<file path="src/rtl/ahfp_pkg.sv">
// -----------------------------------------------------------------------------
// ahfp_pkg
// Shared single-precision constants and field layout for the floor arbiter
// slice.
// Contents: FP_W, EXP_BIAS, MANT_W, the signed-zero constants, fp32_t.
// -----------------------------------------------------------------------------
package ahfp_pkg;

    localparam int unsigned FP_W   = 32;
    localparam int unsigned MANT_W = 23;
    localparam logic [7:0]  EXP_BIAS = 8'd127;

    // Smallest biased exponent at which every mantissa bit is integral.
    localparam logic [7:0]  EXP_INT = EXP_BIAS + 8'(MANT_W);

    localparam logic [FP_W-1:0] FP_POS_ZERO = 32'h0000_0000;
    localparam logic [FP_W-1:0] FP_NEG_ZERO = 32'h8000_0000;

    typedef struct packed {
        logic                sign;
        logic [7:0]          exp;
        logic [MANT_W-1:0]   mant;
    } fp32_t;

endpackage

</file>
<file path="src/rtl/ahfp_floor.sv">
// -----------------------------------------------------------------------------
// ahfp_floor
// Combinational single-precision floor unit shared by the arbiter.
// Ports:
//   a  in  32  IEEE-754 operand
//   y  out 32  floor result
// Semantics: negative -> 0x80000000, exponent < 127 -> 0x00000000,
// exponent >= 150 -> operand unchanged, otherwise fraction bits cleared.
// -----------------------------------------------------------------------------
module ahfp_floor
    import ahfp_pkg::*;
(
    input  logic [FP_W-1:0] a,
    output logic [FP_W-1:0] y
);

    fp32_t             x;
    logic [7:0]        frac_bits;
    logic [MANT_W-1:0] mask;
    logic [MANT_W-1:0] mask_all;

    always_comb begin
        x         = a;
        mask_all  = '1;
        frac_bits = EXP_INT - x.exp;
        // Only meaningful when 127 <= exp < 150, i.e. frac_bits in 1..23.
        mask      = mask_all << frac_bits[4:0];
        y         = a;
        if (x.sign) begin
            y = FP_NEG_ZERO;
        end else if (x.exp < EXP_BIAS) begin
            y = FP_POS_ZERO;
        end else if (x.exp >= EXP_INT) begin
            y = a;
        end else begin
            y = {x.sign, x.exp, x.mant & mask};
        end
    end

endmodule

</file>
<file path="src/rtl/ahfp_floor_arbiter_rr.sv">
// -----------------------------------------------------------------------------
// rr_arbiter
// Combinational round-robin arbiter: first asserted request at or above ptr,
// wrapping modulo NUM_REQ.
// Ports:
//   req    in  NUM_REQ  request vector
//   ptr    in  ID_W     search start index
//   en     in  1        grant enable
//   grant  out NUM_REQ  one-hot grant (zero when disabled or idle)
//   idx    out ID_W     encoded index of the grant
// -----------------------------------------------------------------------------
module rr_arbiter #(
    parameter int unsigned NUM_REQ = 4,
    parameter int unsigned ID_W    = 2
) (
    input  logic [NUM_REQ-1:0] req,
    input  logic [ID_W-1:0]    ptr,
    input  logic               en,
    output logic [NUM_REQ-1:0] grant,
    output logic [ID_W-1:0]    idx
);

    int unsigned k;
    logic        found;

    always_comb begin
        grant = '0;
        idx   = '0;
        found = 1'b0;
        k     = 0;
        for (int unsigned off = 0; off < NUM_REQ; off++) begin
            k = (32'(ptr) + off) % NUM_REQ;
            if (en && !found && req[k]) begin
                grant[k] = 1'b1;
                idx      = ID_W'(k);
                found    = 1'b1;
            end
        end
    end

endmodule

</file>
<file path="src/rtl/ahfp_floor_arbiter.sv">
// -----------------------------------------------------------------------------
// ahfp_floor_arbiter
// Shares one floor unit between NUM_REQ requesters: round-robin grant,
// operand register (S1) -> floor -> result register (S2), results tagged
// with the requester index.
// Ports:
//   clk        in  1            clock, rising edge
//   rst_n      in  1            asynchronous active-low reset
//   req_valid  in  NUM_REQ      per-requester valid
//   req_data   in  32*NUM_REQ   operands, requester i at [32*i+31:32*i]
//   req_ready  out NUM_REQ      one-hot accept
//   rsp_valid  out 1            result valid
//   rsp_data   out 32           floor result
//   rsp_id     out ID_W         originating requester
//   rsp_ready  in  1            downstream accept
//   perf_ops   out 32           (AHFP_FLOOR_ARB_PERF_EN) rsp handshakes
//   perf_stall out 32           (AHFP_FLOOR_ARB_PERF_EN) stalled rsp cycles
// Optional feature macro: AHFP_FLOOR_ARB_PERF_EN
// -----------------------------------------------------------------------------
module ahfp_floor_arbiter
    import ahfp_pkg::*;
#(
    parameter int unsigned NUM_REQ = 4,
    parameter int unsigned ID_W    = 2
) (
    input  logic                    clk,
    input  logic                    rst_n,
    input  logic [NUM_REQ-1:0]      req_valid,
    input  logic [FP_W*NUM_REQ-1:0] req_data,
    output logic [NUM_REQ-1:0]      req_ready,
    output logic                    rsp_valid,
    output logic [FP_W-1:0]         rsp_data,
    output logic [ID_W-1:0]         rsp_id,
    input  logic                    rsp_ready
`ifdef AHFP_FLOOR_ARB_PERF_EN
    ,
    output logic [31:0]             perf_ops,
    output logic [31:0]             perf_stall
`endif
);

    logic               s1_valid;
    logic [FP_W-1:0]    s1_data;
    logic [ID_W-1:0]    s1_id;
    logic [ID_W-1:0]    ptr;

    logic               s2_adv;
    logic               s1_free;
    logic               xfer;
    logic [NUM_REQ-1:0] gnt;
    logic [ID_W-1:0]    gnt_idx;
    logic [ID_W-1:0]    ptr_next;
    logic [FP_W-1:0]    gnt_data;
    logic [FP_W-1:0]    floor_res;

    assign s2_adv  = s1_valid && (!rsp_valid || rsp_ready);
    assign s1_free = !s1_valid || s2_adv;

    rr_arbiter #(
        .NUM_REQ (NUM_REQ),
        .ID_W    (ID_W)
    ) u_arb (
        .req   (req_valid),
        .ptr   (ptr),
        .en    (s1_free),
        .grant (gnt),
        .idx   (gnt_idx)
    );

    ahfp_floor u_floor (
        .a (s1_data),
        .y (floor_res)
    );

    // A grant is only issued to an asserted request, so any grant is a transfer.
    assign req_ready = gnt;
    assign xfer      = |gnt;

    always_comb begin
        gnt_data = '0;
        for (int unsigned i = 0; i < NUM_REQ; i++) begin
            if (gnt_idx == ID_W'(i)) begin
                gnt_data = req_data[i*FP_W +: FP_W];
            end
        end
    end

    always_comb begin
        if (32'(gnt_idx) == NUM_REQ - 1) begin
            ptr_next = '0;
        end else begin
            ptr_next = gnt_idx + ID_W'(1);
        end
    end

    always_ff @(posedge clk or negedge rst_n) begin
        if (!rst_n) begin
            s1_valid <= 1'b0;
            s1_data  <= '0;
            s1_id    <= '0;
            ptr      <= '0;
        end else begin
            if (xfer) begin
                s1_valid <= 1'b1;
                s1_data  <= gnt_data;
                s1_id    <= gnt_idx;
                ptr      <= ptr_next;
            end else if (s2_adv) begin
                s1_valid <= 1'b0;
            end
        end
    end

    always_ff @(posedge clk or negedge rst_n) begin
        if (!rst_n) begin
            rsp_valid <= 1'b0;
            rsp_data  <= '0;
            rsp_id    <= '0;
        end else begin
            if (s2_adv) begin
                rsp_valid <= 1'b1;
                rsp_data  <= floor_res;
                rsp_id    <= s1_id;
            end else if (rsp_ready) begin
                rsp_valid <= 1'b0;
            end
        end
    end

`ifdef AHFP_FLOOR_ARB_PERF_EN
    always_ff @(posedge clk or negedge rst_n) begin
        if (!rst_n) begin
            perf_ops   <= '0;
            perf_stall <= '0;
        end else begin
            if (rsp_valid && rsp_ready) begin
                perf_ops <= perf_ops + 32'd1;
            end
            if (rsp_valid && !rsp_ready) begin
                perf_stall <= perf_stall + 32'd1;
            end
        end
    end
`endif

endmodule

</file>
<file path="config.mk">
export PLATFORM = sky130hd
export DESIGN_NAME = ahfp_floor_arbiter
export DESIGN_NICKNAME = d
export VERILOG_FILES = /design/src/rtl/ahfp_pkg.sv /design/src/rtl/ahfp_floor.sv /design/src/rtl/ahfp_floor_arbiter_rr.sv /design/src/rtl/ahfp_floor_arbiter.sv
export SDC_FILE = /design/constraint.sdc
export NUM_CORES = 1
export LEC_CHECK = 0
export ABC_AREA = 0
export CAP_MARGIN = 20
export CORE_MARGIN = 8
export CORE_UTILIZATION = 48
export CTS_CLUSTER_DIAMETER = 120
export DETAILED_ROUTE_END_ITERATION = 10
export HOLD_SLACK_MARGIN = 0.03
export PLACE_DENSITY_LB_ADDON = 0.2
export SLEW_MARGIN = 10
export SYNTH_ARGS = -nofsm -noshare
export SYNTH_HDL_FRONTEND = slang
export SYNTH_SLANG_ARGS = --single-unit
</file>
<file path="constraint.sdc">
create_clock -name clk -period 7.3 [get_ports clk]
set_clock_uncertainty 0.2 [all_clocks]
set_input_delay 1.46 -clock clk [delete_from_list [all_inputs] [get_ports clk]]
set_output_delay 1.46 -clock clk [all_outputs]
set_load 0.02 [all_outputs]
</file>
==> results_dict.tcl <==
set metrics [dict create \
    dp_hpwl_mm 9.966 \
    place_area_um2 6210 \
    worstHoldPathType "reg -> reg" \
    maxCapViolCount 0 \
    gp_congestion 0.8282 \
    drc 0 \
    cts_tree "done" \
    outcome "finished clean" \
    drv_slew 0 \
    numCtsBuffers 9 \
    syn-num-nets 602 \
    ctsHoldBuffers 0 \
    regToRegSetupSlack_ns 2.77 \
    tightest_slew_ns 1.015 \
    grtUsageTotal_pct 20.93 \
    cp-start-kind "input port" \
    clk_pin_slew_worst_paths_ns 0.08 \
    p_total_mw 3.362 \
    die_w_um 112.1 \
    cts_setup_buffers 0 \
    drive_gt1_share_pct 11.54 \
    htreeDepth 3 \
    grt_max_degree 73 \
    final_nets 759 \
    io_buffers 173 \
    setup_viol 0 \
    cp.arrival_ns 4.17 \
    period_share_pct 79.85 \
    grt_pass1_vias 4254 \
    grt_pass1_wl_mm 21.39 \
    route.vias.total 4091 \
    antenna_found_initial 0 \
    synth_cell_types 40 \
    final_cell_area_um2 6455 \
    critical_path_peak_fanout 6 \
    post_drt_wl_per_cell_um 18.39 \
    yosys_warnings 0 \
    mostFrequentLayoutCells "clkdlybuf4s50_1 (172), dfrtp_1 (72), o21ai_0 (45), nand2_1 (45), nor2_1 (38)" \
    end_kind "output port" \
    synth_edf_count 0 \
    fill_cells 716 \
    area_delta_synth_final_pct 45.53 \
    synthCells 453 \
    fp-row-count 35 \
    fin_crit_ns 5.829 \
    synth_seq_area_share_pct 40.62 \
    clock.fmax_mhz 171.6 \
    fp.dieH_um 112.1 \
    crit_top_cell "clkdlybuf4s50_1" \
    relSlewSlack_pct 32.35 \
    drt_wl_total_mm 13.35 \
    async_reset_ff_share_pct 100.0 \
    holdCritStartpoint "rsp_data[4]" \
    start_util_pct 48.70 \
    setup_tns_ns 0 \
    critical_path_class "in -> out" \
    hold_viol_final 0 \
    drtAntennaViolNets 0 \
    netlist_area_um2 4436 \
    power_density_nw_per_um2 520.8 \
    power.leakage_nw 2.795 \
    clk_latency_ns 0.34 \
    path_cells "clkdlybuf4s50_1, mux4_2, nor2b_1, a22o_1, a222oi_1, inv_1, clkdlybuf4s50_1" \
    ys_ff_latch 72 \
    dieArea_um2 12570 \
    cts.path.max_buffers 2 \
    post_cts_resized 0 \
    crit_required_ns 5.64 \
    cts-root-buf "clkbuf_8" \
    ir_worst_vdd_mv 0.5978 \
    core-area_um2 9109 \
    critical_path.startpoint "req_valid[2]" \
    rsz0062_at_grt "no" \
    dr.pass1.iters 5 \
    synth_area_per_cell_um2 9.791 \
    overflow 0 \
    final_common_cell "clkdlybuf4s50_1" \
    slowest_delay_ns 0.60 \
    cp_slowest_cell "a222oi_1" \
    synth_top_flop_cell "dfrtp_1" \
    r2r-start "ptr[0]" \
    diodes 0 \
    cts.sinks 72 \
    vias_per_cell 5.635 \
    drtIter0Drc 284 \
    pin_count 174 \
]
[metrics by stage]
| stage | worst slack (ns) | instances | util [%] | hold WS, ns |
|---|---|---|---|---|
| floorplan | 2.730 | 453 | - | 0.2662 |
| global placement | 1.634 | 708 | 68.12 | 0.2491 |
| detailed placement | 1.495 | 708 | 68.17 | 0.2786 |
| CTS | 1.491 | 724 | 70.59 | 0.2948 |
| global route | 1.375 | 726 | 70.87 | 0.3111 |
| finish | 1.471 | 726 | 70.87 | 0.2880 |
[Yosys cell counts (3+ instances only)]
cell      count  area, um2
a222oi_1      4      40.04
clkbuf_1     24      90.09
mux2_4       28      420.4
nand3_1       3      15.01
nor3_1        3      15.01
mux4_2        4      90.09
a32o_1       18      180.2
inv_1        12      45.04
nand3b_1      3      22.52
o21ai_0      45      225.2
buf_1         3      11.26
dfrtp_1      72       1802
a21oi_1      36      180.2
nand2b_1      7      43.79
a22o_1       15      131.4
and2_1        9      56.30
nor2b_1       5      31.28
a22oi_1      31      232.7
mux2_2       11      123.9
nor2_1       38      142.6
ha_1         14      175.2
buf_6         3      33.78
nand2_1      45      168.9
[layout make-up]
cell class	instances	area, um2	share of cell area, %
inverters	12	45.04	0.6978
multi-input cells	336	2465	38.19
well taps	111	138.9	2.152
repair buffers	179	1784	27.64
clock inverters	6	82.58	1.279
clock buffers	10	137.6	2.132
flip-flops and latches	72	1802	27.91
[layer usage]
metal	track usage, %	share of wire [%]
met3	5.690	6.0
met2	37.01	51
met4	7.914	2.2
met5	0	0
met1	23.51	41
[critical path: cells and delay by family]
kind                   cells  cell delay (ns)
AND/OR/NAND/NOR            1             0.20
buffers and inverters      3             1.16
AO/OA/AOI/OAI              2             0.80
multiplexers               1             0.57
[cells by family (layout without fill, tap and decap cells)]
kind of cell	count (synthesis)	count (layout)	synth area share, %
XOR/XNOR	1	1	0.1975
flip-flops	72	72	40.62
AO/OA/AOI/OAI	159	159	24.09
adder cells (fa/ha/maj)	14	14	3.949
buffers and inverters	45	207	4.400
AND/OR/NAND/NOR	117	117	11.99
multiplexers	45	45	14.75
[report_power, final]
group | leakage [nW] | total (mW) | internal, mW | switching [mW]
Sequential | 0.940 | 0.690 | 0.564 | 0.126
Combinational | 1.74 | 2.32 | 1.16 | 1.17
Clock | 0.112 | 0.349 | 0.200 | 0.149
[flip-flops by register name (all words and copies together), names as in the netlist]
name       cells
ptr            2
rsp_data      32
rsp_id         2
rsp_valid      1
s1_data       32
s1_id          2
s1_valid       1
[path summary, 6_finish.rpt]
path,to,cells after the start
worst max-delay path,req_ready[2],7
worst min-delay path,rsp_data[4],2
worst max register to register,s1_data[16],8
worst min register to register,rsp_data[4],2
max in group asynchronous,rsp_data[5],1
min in group asynchronous,s1_data[28],1
Note: power is estimated with default switching activity, not from simulation.
